`src/rtl/seg7_scroll_display.sv`:
```
// Multiplexed seven-segment driver with a static hex view and an optional scrolling
// message buffer; the scroll feature (buffer, FSM, timer) is built only when SEG7_SCROLL_EN is defined.
module seg7_scroll_display #(
   parameter int NUM_DIGITS   = 4,
   parameter int DEPTH        = 16,
   parameter int REFRESH_BITS = 18,
   parameter int SCROLL_TICKS = 50000000
) (
   input  logic                        clock,
   input  logic                        reset,
   input  logic                        mode,
   input  logic                        pause,
   input  logic [4*NUM_DIGITS-1:0]     data_in,
   input  logic [NUM_DIGITS-1:0]       dp_in,
   input  logic                        wr_en,
   input  logic [$clog2(DEPTH)-1:0]    wr_addr,
   input  logic [4:0]                  wr_data,
   input  logic [$clog2(DEPTH):0]      msg_len,
   output logic [6:0]                  seg,
   output logic                        dp,
   output logic [NUM_DIGITS-1:0]       an,
   output logic [$clog2(DEPTH)-1:0]    scroll_pos
);
   localparam int AW = $clog2(DEPTH);
   localparam int DW = (NUM_DIGITS > 1) ? $clog2(NUM_DIGITS) : 1;

   function automatic logic [6:0] hex7(input logic [3:0] h);
      case (h)
         4'h0: hex7 = 7'b1000000;
         4'h1: hex7 = 7'b1111001;
         4'h2: hex7 = 7'b0100100;
         4'h3: hex7 = 7'b0110000;
         4'h4: hex7 = 7'b0011001;
         4'h5: hex7 = 7'b0010010;
         4'h6: hex7 = 7'b0000010;
         4'h7: hex7 = 7'b1111000;
         4'h8: hex7 = 7'b0000000;
         4'h9: hex7 = 7'b0010000;
         4'hA: hex7 = 7'b0001000;
         4'hB: hex7 = 7'b0000011;
         4'hC: hex7 = 7'b1000110;
         4'hD: hex7 = 7'b0100001;
         4'hE: hex7 = 7'b0000110;
         default: hex7 = 7'b0001110;
      endcase
   endfunction

   logic [REFRESH_BITS-1:0] rcnt_q, rcnt_d;
   logic [DW-1:0]           digit_q, digit_d;
   logic [4*NUM_DIGITS-1:0] din_q;
   logic [6:0]              seg_q, seg_d, static_seg;
   logic                    dp_q, dp_d;
   logic [NUM_DIGITS-1:0]   an_q, an_d;

   always_comb begin
      rcnt_d  = rcnt_q + 1'b1;
      digit_d = digit_q;
      if (rcnt_q == '1)
         digit_d = (digit_q == DW'(NUM_DIGITS - 1)) ? '0 : digit_q + 1'b1;
      an_d       = ~(NUM_DIGITS'(1) << digit_q);
      dp_d       = ~dp_in[digit_q];
      static_seg = hex7(din_q[4*digit_q +: 4]);
   end

`ifdef SEG7_SCROLL_EN
   typedef enum logic [1:0] {ST_STATIC, ST_RUN, ST_PAUSED} state_t;
   localparam int TW = (SCROLL_TICKS > 1) ? $clog2(SCROLL_TICKS) : 1;

   state_t        state_q, state_d;
   logic [TW-1:0] tmr_q, tmr_d;
   logic [AW-1:0] pos_q, pos_d;
   logic [4:0]    buf_q [DEPTH];
   logic [AW:0]   k_raw, k_adj;
   logic [4:0]    entry;
   logic [6:0]    scroll_seg;

   always_comb begin
      case (state_q)
         ST_STATIC: state_d = ST_RUN;
         ST_RUN:    state_d = pause ? ST_PAUSED : ST_RUN;
         ST_PAUSED: state_d = pause ? ST_PAUSED : ST_RUN;
         default:   state_d = ST_STATIC;
      endcase
      if (!mode)
         state_d = ST_STATIC;

      tmr_d = tmr_q;
      pos_d = pos_q;
      if (state_d == ST_STATIC) begin
         tmr_d = '0;
         pos_d = '0;
      end else if (state_q == ST_RUN) begin
         if (tmr_q == TW'(SCROLL_TICKS - 1)) begin
            tmr_d = '0;
            pos_d = (({1'b0, pos_q} + 1'b1) >= msg_len) ? '0 : pos_q + 1'b1;
         end else begin
            tmr_d = tmr_q + 1'b1;
         end
      end
      // A shrunk message can leave the position past its end; snap back to the start.
      if ({1'b0, pos_q} >= msg_len)
         pos_d = '0;

      k_raw = {1'b0, pos_q} + (AW+1)'(NUM_DIGITS - 1 - int'(digit_q));
      k_adj = (k_raw >= msg_len) ? k_raw - msg_len : k_raw;
      entry = buf_q[k_adj[AW-1:0]];
      scroll_seg = ((k_adj >= msg_len) || entry[4]) ? 7'h7F : hex7(entry[3:0]);
      seg_d = (state_q == ST_STATIC) ? static_seg : scroll_seg;
   end

   always_ff @(posedge clock) begin
      if (!reset) begin
         state_q <= ST_STATIC;
         tmr_q   <= '0;
         pos_q   <= '0;
         for (int i = 0; i < DEPTH; i++)
            buf_q[i] <= 5'h10;
      end else begin
         state_q <= state_d;
         tmr_q   <= tmr_d;
         pos_q   <= pos_d;
         if (wr_en)
            buf_q[wr_addr] <= wr_data;
      end
   end

   assign scroll_pos = pos_q;
`else
   logic unused_scroll_inputs;
   assign unused_scroll_inputs = ^{mode, pause, wr_en, wr_addr, wr_data, msg_len};

   always_comb begin
      seg_d = static_seg;
   end

   assign scroll_pos = '0;
`endif

   always_ff @(posedge clock) begin
      if (!reset) begin
         rcnt_q  <= '0;
         digit_q <= '0;
         seg_q   <= 7'h7F;
         dp_q    <= 1'b1;
         an_q    <= '1;
      end else begin
         rcnt_q  <= rcnt_d;
         digit_q <= digit_d;
         seg_q   <= seg_d;
         dp_q    <= dp_d;
         an_q    <= an_d;
      end
   end

   // Static value is sampled every cycle regardless of reset; it is pure data.
   always_ff @(posedge clock) begin
      din_q <= data_in;
   end

   assign seg = seg_q;
   assign dp  = dp_q;
   assign an  = an_q;
endmodule

```
`config.mk`:
```
export PLATFORM = sky130hd
export DESIGN_NAME = seg7_scroll_display
export DESIGN_NICKNAME = d
export VERILOG_FILES = /design/src/rtl/seg7_scroll_display.sv
export SDC_FILE = /design/constraint.sdc
export NUM_CORES = 1
export LEC_CHECK = 0
export ABC_AREA = 1
export ABC_CLOCK_PERIOD_IN_PS = 1950
export CORE_UTILIZATION = 48
export CTS_CLUSTER_SIZE = 20
export DETAILED_ROUTE_END_ITERATION = 8
export HOLD_SLACK_MARGIN = 0.02
export PLACE_DENSITY_LB_ADDON = 0.1
export SYNTH_ARGS = -nofsm -noshare
export SYNTH_HDL_FRONTEND = slang
export SYNTH_SLANG_ARGS = --single-unit
```
`constraint.sdc`:
```
create_clock -name clock -period 1.95 [get_ports clock]
set_clock_uncertainty 0.1 [all_clocks]
set_input_delay 0.39 -clock clock [delete_from_list [all_inputs] [get_ports clock]]
set_output_delay 0.39 -clock clock [all_outputs]
set_load 0.05 [all_outputs]
```
==> flow_metrics.tcl, run 1 <==
set metrics [dict create \
    p_leak_nw 1.09 \
    ff2ff_setup_slack_ns 0.19 \
    maxCapViolCount 0 \
    final-setup-viol-count 0 \
    outcome "finished, final reports clean" \
    cp-end-kind "output port" \
    synth.avg_cell_area_sq_um 8.11 \
    rows 23 \
    clockBufferDepth 2 \
    internal-power_mw 1.49 \
    fillers 362 \
    peakVddDrop_mv 0.537 \
    netSwitchingFraction 0.240 \
    fin_ws_ns 0.0444 \
    floorplan.die_area_sq_mm 0.00458 \
    portBuffers 33 \
    fp.dieH_um 67.6 \
    syn_inst 255 \
    max_stage_delay_ns 0.79 \
    clkLatencyLatePin_ns 0.30 \
    fmax_ghz 0.525 \
    cts_buffers 5 \
    vias 1659 \
    drive_gt1_frac 0.119 \
    die_w_um 67.6 \
    path_buf_inv 1 \
    path_cells "clkdlybuf4s50_1" \
    antenna_found_initial 0 \
    clk_pin_slew_ns 0.09 \
    track_usage 0.196 \
    hpwl_mm 2.69 \
    synth_top_area_share 0.465 \
    tightest_slew_ns 0.503 \
    yosysTopAreaCell "dfxtp_1" \
    first_iter_violations 110 \
    finalMaxSlewViolations 0 \
    drc 0 \
    clock_sinks 48 \
    finalCriticalPeriod_ns 1.91 \
    cp_slowest_cell "clkdlybuf4s50_1" \
    synthTopCellsByArea "dfxtp_1, nand2_1, ha_1, nand3_1, nor2_1" \
    ioPinCount 55 \
    timing.hold.ws_ns 0.380 \
    ctsHoldBuffers 0 \
    pwr-share-clk 0.359 \
    cp_max_fo 1 \
    grt_pass1_wl_mm 6.56 \
    synth-edff-count 0 \
    cts.root.buffer_cell "clkbuf_8" \
    grt_overflow 0 \
    synth.distinct_cells 31 \
    gp_congestion 0.775 \
    cts_tree "yes" \
    criticalPathCategory "reg -> out" \
    cp.arrival_ns 1.42 \
    first_pass_iters 4 \
    cp.required_ns 1.46 \
    start_kind "register" \
    dp_cells 336 \
    wl_per_cell_um 11.1 \
    wirelength_mm 3.83 \
    htreeDepth 2 \
    power_frac_seq 0.526 \
    place_ws_ns 0.121 \
    grt_max_degree 16 \
    ys_seq_area_frac 0.465 \
    areaGrowthSynthToFinish_pct 24.3 \
    layout.nets 343 \
    final_hold_viol_count 0 \
    viasPerCell 4.82 \
    netlist_area_sq_mm 0.00207 \
    postRouteAntennaNets 0 \
    yosys-top-cells-count "nand2_1, dfxtp_1, nor2_1" \
    max_slew_margin 0.664 \
    coreArea_sq_mm 0.00406 \
    ys_seq_elements 48 \
    diodes 0 \
    crit_family "buffers and inverters" \
    start_util 0.510 \
    synth_flop_cell "dfxtp_1" \
    grt_pass1_vias 1501 \
    hold_class "reg -> reg" \
    combPwrFrac 0.115 \
    switching_power_mw 0.470 \
    p_per_area_mw_per_mm2 761 \
    yosysWarnings 0 \
    async_reset_ff_frac 0 \
    fin_cells 344 \
    min_period_over_period 0.977 \
    synth.most_common_cell "nand2_1" \
]
cell type report:
type | instances | area [sq um] | share of cell area
Multi-Input combinational cell | 181 | 980 | 0.381
Clock inverter | 3 | 42.5 | 0.0165
Timing Repair Buffer | 37 | 378 | 0.147
Inverter | 20 | 77.6 | 0.0302
Tap cell | 50 | 62.6 | 0.0243
Sequential cell | 48 | 962 | 0.374
Clock buffer | 5 | 68.8 | 0.0268
what timing repair did:
action                                  4_1_cts  5_1_grt
buffers inserted                              0        0
endpoints found under the setup margin        0       11
resized for setup                             0        8
final timing paths:
check	start	to	cells after the start
max	seg[5]	seg[5]	1
min	rcnt_q[0]	rcnt_q[0]	1
max reg2reg	digit_q[0]	seg[3]	10
min reg2reg	rcnt_q[0]	rcnt_q[0]	1
cell usage in the layout, fill, tap and decap left out, drive strengths merged, types with 2 or more instances in the layout:
master | Yosys | final
nor3 | 2 | 2
xnor2 | 3 | 3
nand4 | 4 | 4
nand3 | 30 | 30
buf | 8 | 4
dlymetal6s2s | 0 | 7
nand2 | 73 | 73
clkdlybuf4s50 | 0 | 26
conb | 1 | 4
dfxtp | 48 | 48
nor2 | 32 | 32
o21a | 2 | 2
clkbuf | 1 | 5
o21ai | 6 | 6
xor2 | 2 | 2
inv | 20 | 20
a21oi | 9 | 9
ha | 11 | 11
kinds of logic (layout without fill, tap and decap cells):
logic type / after synthesis / in the layout / share of synthesized area
adders and majority gates: 11 / 11 / 0.0665
DFF: 48 / 48 / 0.465
other: 1 / 4 / 0.00181
and+or+nand+nor: 142 / 142 / 0.327
buffers and inverters: 29 / 65 / 0.0671
xor gates and xnor gates: 5 / 5 / 0.0212
AOI/OAI and AO/OA: 19 / 19 / 0.0514
power groups by stage:
| stage | Clock (mW) | Combinational (mW) | Sequential (mW) |
|---|---|---|---|
| global placement | 0 | 0.222 | 1.05 |
| CTS | 0.727 | 0.225 | 1.03 |
| floorplan | 0 | 0.0969 | 1.10 |
| finish | 0.703 | 0.224 | 1.03 |
| detailed placement | 0 | 0.224 | 1.05 |
| global route | 0.768 | 0.246 | 1.03 |
through the flow:
| step | setup TNS, ns | instance area (sq um) | utilization | total power, mW |
|---|---|---|---|---|
| global placement | 0 | 2440 | 0.602 | 1.27 |
| detailed placement | 0 | 2440 | 0.602 | 1.28 |
| CTS | 0 | 2550 | 0.629 | 1.98 |
| floorplan | 0 | 2080 | - | 1.20 |
| finish | 0 | 2570 | 0.634 | 1.96 |
| global route | -0.00716 | 2570 | 0.634 | 2.05 |
per-layer routing:
metal / routed length (um) / part of all wire / track usage / vias up
li1: - / - / - / 880
met1: 1840 / 0.48 / 0.239 / 739
met2: 1780 / 0.47 / 0.323 / 33
met3: 131 / 0.034 / 0.0405 / 7
met4: 74 / 0.019 / 0.0957 / 0
met5: 0 / 0 / 0 / -
sequential cells by signal, summed over array words and instances (netlist names):
register / count
an: 4
digit_q: 2
din_q: 16
dp: 1
rcnt_q: 18
seg: 7
(Power assumes the default switching activity.)
==> run 2: changes to the inputs <==
--- a/config.mk
+++ b/config.mk
@@ -11,7 +11,8 @@
 export CTS_CLUSTER_SIZE = 20
 export DETAILED_ROUTE_END_ITERATION = 8
 export HOLD_SLACK_MARGIN = 0.02
-export PLACE_DENSITY_LB_ADDON = 0.1
+export MAX_ROUTING_LAYER = met4
+export PLACE_DENSITY = 0.75
 export SYNTH_ARGS = -nofsm -noshare
 export SYNTH_HDL_FRONTEND = slang
 export SYNTH_SLANG_ARGS = --single-unit
==> flow_metrics.tcl, run 2 (same netlist as run 1, synthesis figures left out) <==
set metrics [dict create \
    hpwl_mm 2.61 \
    r2r_end "seg[6]" \
    wirelength_mm 3.65 \
    fin_cells 344 \
    dp_cells 336 \
    track_usage 0.187 \
    fin_ws_ns 0.0507 \
    cp_slowest_cell "clkdlybuf4s50_1" \
    cp.required_ns 1.46 \
    cp-end-kind "output port" \
    finalMaxSlewViolations 0 \
    worstReg2RegStart "digit_q[0]" \
    grt_overflow 0 \
    layout.nets 343 \
    portBuffers 33 \
    max_slew_margin 0.655 \
    crit_family "buffers and inverters" \
    clk_pin_slew_ns 0.09 \
    final-setup-viol-count 0 \
    first_iter_violations 91 \
    clkLatencyLatePin_ns 0.30 \
    drc 0 \
    outcome "finished, final reports clean" \
    coreArea_sq_mm 0.00406 \
    post_cts_buffers 0 \
    path_cells "clkdlybuf4s50_1" \
    post-route-util 0.632 \
    hold_class "reg -> reg" \
    setup_tns_ns 0 \
    ioPinCount 55 \
    place_ws_ns 0.215 \
    cts_tree "yes" \
    rsz0062_at_grt "false" \
    tightest_slew_ns 0.517 \
    htreeDepth 2 \
    vias 1702 \
    viasPerCell 4.95 \
    ff2ff_setup_slack_ns 0.13 \
    p_per_area_mw_per_mm2 770 \
    die_w_um 67.6 \
    top_register "rcnt_q" \
    finalCriticalPeriod_ns 1.90 \
    cp.arrival_ns 1.41 \
    maxCapViolCount 0 \
    gp_congestion 0.837 \
    antenna_found_initial 0 \
    drive_gt1_frac 0.119 \
    min_period_over_period 0.974 \
    wl_per_cell_um 10.6 \
    largest_reg_flops 18 \
    path_buf_inv 1 \
    rows 23 \
    max_stage_delay_ns 0.79 \
    layout_common_cells "nand2_1, dfxtp_1, clkdlybuf4s50_1" \
    ctsHoldBuffers 0 \
    grt_max_degree 20 \
    final_hold_viol_count 0 \
    fmax_ghz 0.527 \
    grt_pass1_wl_mm 6.15 \
    first_pass_iters 4 \
    diodes 0 \
    final_common_cell "nand2_1" \
    clockBufferDepth 2 \
    cts.root.buffer_cell "clkbuf_8" \
    startpoint "seg[5]" \
    cp.depth 1 \
    clock_sinks 48 \
    r2r_cells 10 \
    crit_end "seg[5]" \
    cp_max_fo 1 \
    start_util 0.510 \
    postRouteAntennaNets 0 \
    start_kind "register" \
    p_total_mw 1.98 \
    criticalPathCategory "reg -> out" \
    areaGrowthSynthToFinish_pct 24.0 \
    floorplan.die_area_sq_mm 0.00458 \
    peakVddDrop_mv 0.492 \
    fp.dieH_um 67.6 \
    cts_buffers 5 \
    p_leak_nw 1.09 \
    grt_pass1_vias 1454 \
]
[run 2: where the power goes]
| part | switching (mW) | internal [mW] | leakage (nW) | total (mW) |
|---|---|---|---|---|
| registers | 0.0113 | 1.02 | 0.397 | 1.03 |
| logic | 0.134 | 0.0895 | 0.636 | 0.224 |
| clock network | 0.338 | 0.386 | 0.0548 | 0.724 |
| total | 0.484 | 1.49 | 1.09 | 1.98 |
[run 2: metal layers]
layer	share of wire	track usage	wire length, um
met1	0.46	0.219	1680
met2	0.47	0.292	1720
met3	0.050	0.0557	182
met4	0.017	0.0851	63
met5	0	-	0
[run 2: what timing repair did]
item	in CTS	in global routing
setup endpoints to repair	0	4
gates resized for setup	0	4
endpoints found under the hold margin	0	0
[run 2: metrics by stage]
stage	instance area, sq um	hold slack, ns
floorplan	2080	0.318
global placement	2440	0.342
detailed placement	2440	0.353
CTS	2550	0.373
global route	2560	0.384
finish	2560	0.365
[run 2: cell type report]
| cell class | count | area (sq um) |
|---|---|---|
| multi-input combinational | 181 | 980 |
| tap | 50 | 62.6 |
| timing repair buffer | 37 | 368 |
| clock inverter | 3 | 46.3 |
| clock buffer | 5 | 68.8 |
| fill | 356 | 1490 |
| inverter | 20 | 77.6 |
| sequential | 48 | 961 |
[run 2: worst min-delay path by stage]
| stage | start | to | slack (ns) | cells past startpoint |
|---|---|---|---|---|
| floorplan | data_in[0] | din_q[0] | 0.32 | 0 |
| global placement | rcnt_q[0] | rcnt_q[0] | 0.34 | 1 |
| detailed placement | rcnt_q[0] | rcnt_q[0] | 0.35 | 1 |
| CTS | rcnt_q[0] | rcnt_q[0] | 0.37 | 1 |
| global route | rcnt_q[0] | rcnt_q[0] | 0.38 | 1 |
| finish | rcnt_q[0] | rcnt_q[0] | 0.37 | 1 |
[run 2: worst reg2reg max path: stages (launching register included)]
cell and delay (ns):
dfxtp_1 0.47, inv_2 0.10, nand2_1 0.07, nand3_1 0.06
nand2_1 0.21, inv_1 0.13, ha_1 0.23, nand3_1 0.13
nand3_1 0.11, nand2_1 0.07, nand2_1 0.04
==> run 3: changes to the inputs <==
--- a/config.mk
+++ b/config.mk
@@ -7,12 +7,14 @@
 export LEC_CHECK = 0
 export ABC_AREA = 1
 export ABC_CLOCK_PERIOD_IN_PS = 1950
-export CORE_UTILIZATION = 48
+export CORE_MARGIN = 5
+export CORE_UTILIZATION = 30
 export CTS_CLUSTER_SIZE = 20
 export DETAILED_ROUTE_END_ITERATION = 8
 export HOLD_SLACK_MARGIN = 0.02
 export MAX_ROUTING_LAYER = met4
-export PLACE_DENSITY = 0.75
+export PLACE_DENSITY = 0.5
+export SKIP_CTS_REPAIR_TIMING = 1
 export SYNTH_ARGS = -nofsm -noshare
 export SYNTH_HDL_FRONTEND = slang
 export SYNTH_SLANG_ARGS = --single-unit
==> flow_metrics.tcl, run 3 (same netlist as run 1, synthesis figures left out) <==
set metrics [dict create \
    wirelength_mm 4.04 \
    final-setup-viol-count 0 \
    drc 0 \
    clock_sinks 48 \
    fmax_ghz 0.526 \
    die_w_um 93.0 \
    dp_cells 368 \
    antenna_found_initial 0 \
    cp.arrival_ns 1.41 \
    start_kind "register" \
    rows 30 \
    final_hold_viol_count 0 \
    netSwitchingFraction 0.245 \
    outcome "finished, final reports clean" \
    hold_depth 1 \
    p_per_area_mw_per_mm2 760 \
    track_usage 0.105 \
    gp_congestion 0.784 \
    dpl_cell_area_sq_mm 0.00247 \
    post-route-util 0.382 \
    vias 1633 \
    grt_pass1_wl_mm 7.10 \
    setup_tns_ns 0 \
    rsz0062_at_grt "false" \
    internal-power_mw 1.48 \
    stdcell_area_sq_mm 0.00258 \
    max_stage_delay_ns 0.79 \
    path_buf_inv 1 \
    first_pass_iters 4 \
    final_common_cell "nand2_1" \
    grt_pass1_vias 1575 \
    maxCapViolCount 0 \
    grt_overflow 0 \
    crit_family "buffers and inverters" \
    postRouteAntennaNets 0 \
    cp.depth 1 \
    combPwrFrac 0.113 \
    wl_per_cell_um 10.7 \
    layout_common_cells "nand2_1, dfxtp_1, nor2_1" \
    clockBufferDepth 2 \
    path_cells "clkdlybuf4s50_1" \
    r2r_cells 9 \
    p_leak_nw 1.08 \
    grt_max_degree 16 \
    pwr-share-clk 0.363 \
    largest_reg_flops 18 \
    peakVddDrop_mv 0.280 \
    ioPinCount 55 \
    areaGrowthSynthToFinish_pct 24.9 \
    switching_power_mw 0.480 \
    cts.root.buffer_cell "clkbuf_8" \
    cp_slowest_cell "clkdlybuf4s50_1" \
    start_util 0.306 \
    cp-end-kind "output port" \
    cp_max_fo 1 \
    cp.required_ns 1.46 \
    drive_gt1_frac 0.155 \
    finalMaxSlewViolations 0 \
    top_register "rcnt_q" \
    first_iter_violations 36 \
    layout.nets 345 \
    hpwl_mm 3.12 \
    finalCriticalPeriod_ns 1.90 \
    criticalPathCategory "reg -> out" \
    viasPerCell 4.34 \
    htreeDepth 2 \
    power_frac_seq 0.523 \
    clkLatencyLatePin_ns 0.30 \
    cts_buffers 5 \
    clk_pin_slew_ns 0.09 \
    fp.dieH_um 93.0 \
    fin_cells 376 \
    hold_class "reg -> reg" \
    cts_tree "yes" \
    diodes 0 \
    min_period_over_period 0.974 \
    floorplan.die_area_sq_mm 0.00865 \
    coreArea_sq_mm 0.00676 \
    portBuffers 33 \
]
-- run 3: changes by cell type in the layout (fill, tap and decap cells not counted) --
cell	before	now
dlymetal6s2s_1	4	0
inv_6	1	0
buf_4	5	15
clkdlybuf4s50_1	28	24
dfxtp_2	0	1
clkinv_2	0	1
dfxtp_1	48	47
-- run 3: path summary, 6_finish.rpt --
path	end	slack, ns	start
worst min register to register	rcnt_q[0]	0.36	rcnt_q[0]
worst max register to register	seg[3]	0.23	digit_q[1]
worst min-delay path	rcnt_q[0]	0.36	rcnt_q[0]
worst max-delay path	seg[3]	0.05	seg[3]
-- run 3: power groups by stage --
stage	combinational, mW	sequential [mW]	clock, mW
finish	0.222	1.03	0.714
global route	0.242	1.03	0.781
CTS	0.225	1.03	0.742
detailed placement	0.224	1.05	0
global placement	0.225	1.05	0
floorplan	0.0969	1.10	0
-- run 3: stage by stage --
step / setup slack (ns) / total power [mW] / hold slack [ns]
CTS: 0.0340 / 2.00 / 0.369
floorplan: 0.310 / 1.20 / 0.318
finish: 0.0505 / 1.96 / 0.364
global route: 0.00521 / 2.06 / 0.378
detailed placement: 0.124 / 1.28 / 0.348
global placement: 0.130 / 1.28 / 0.341
-- run 3: area by class of cell --
class	count	area (sq um)
Fill cell	707	4170
Multi-Input combinational cell	181	980
Sequential cell	48	962
Timing Repair Buffer	39	353
Tap cell	80	100
Inverter	20	77.6
Clock buffer	5	68.8
Clock inverter	3	42.5
-- run 3: routing by layer --
| layer | track usage | up-vias | wire [um] | share of wire |
|---|---|---|---|---|
| met4 | 0.0488 | 0 | 87 | 0.022 |
| met5 | - | - | 0 | 0 |
| met1 | 0.130 | 712 | 1960 | 0.48 |
| met3 | 0.0282 | 8 | 203 | 0.050 |
| li1 | - | 879 | - | - |
| met2 | 0.161 | 34 | 1790 | 0.44 |
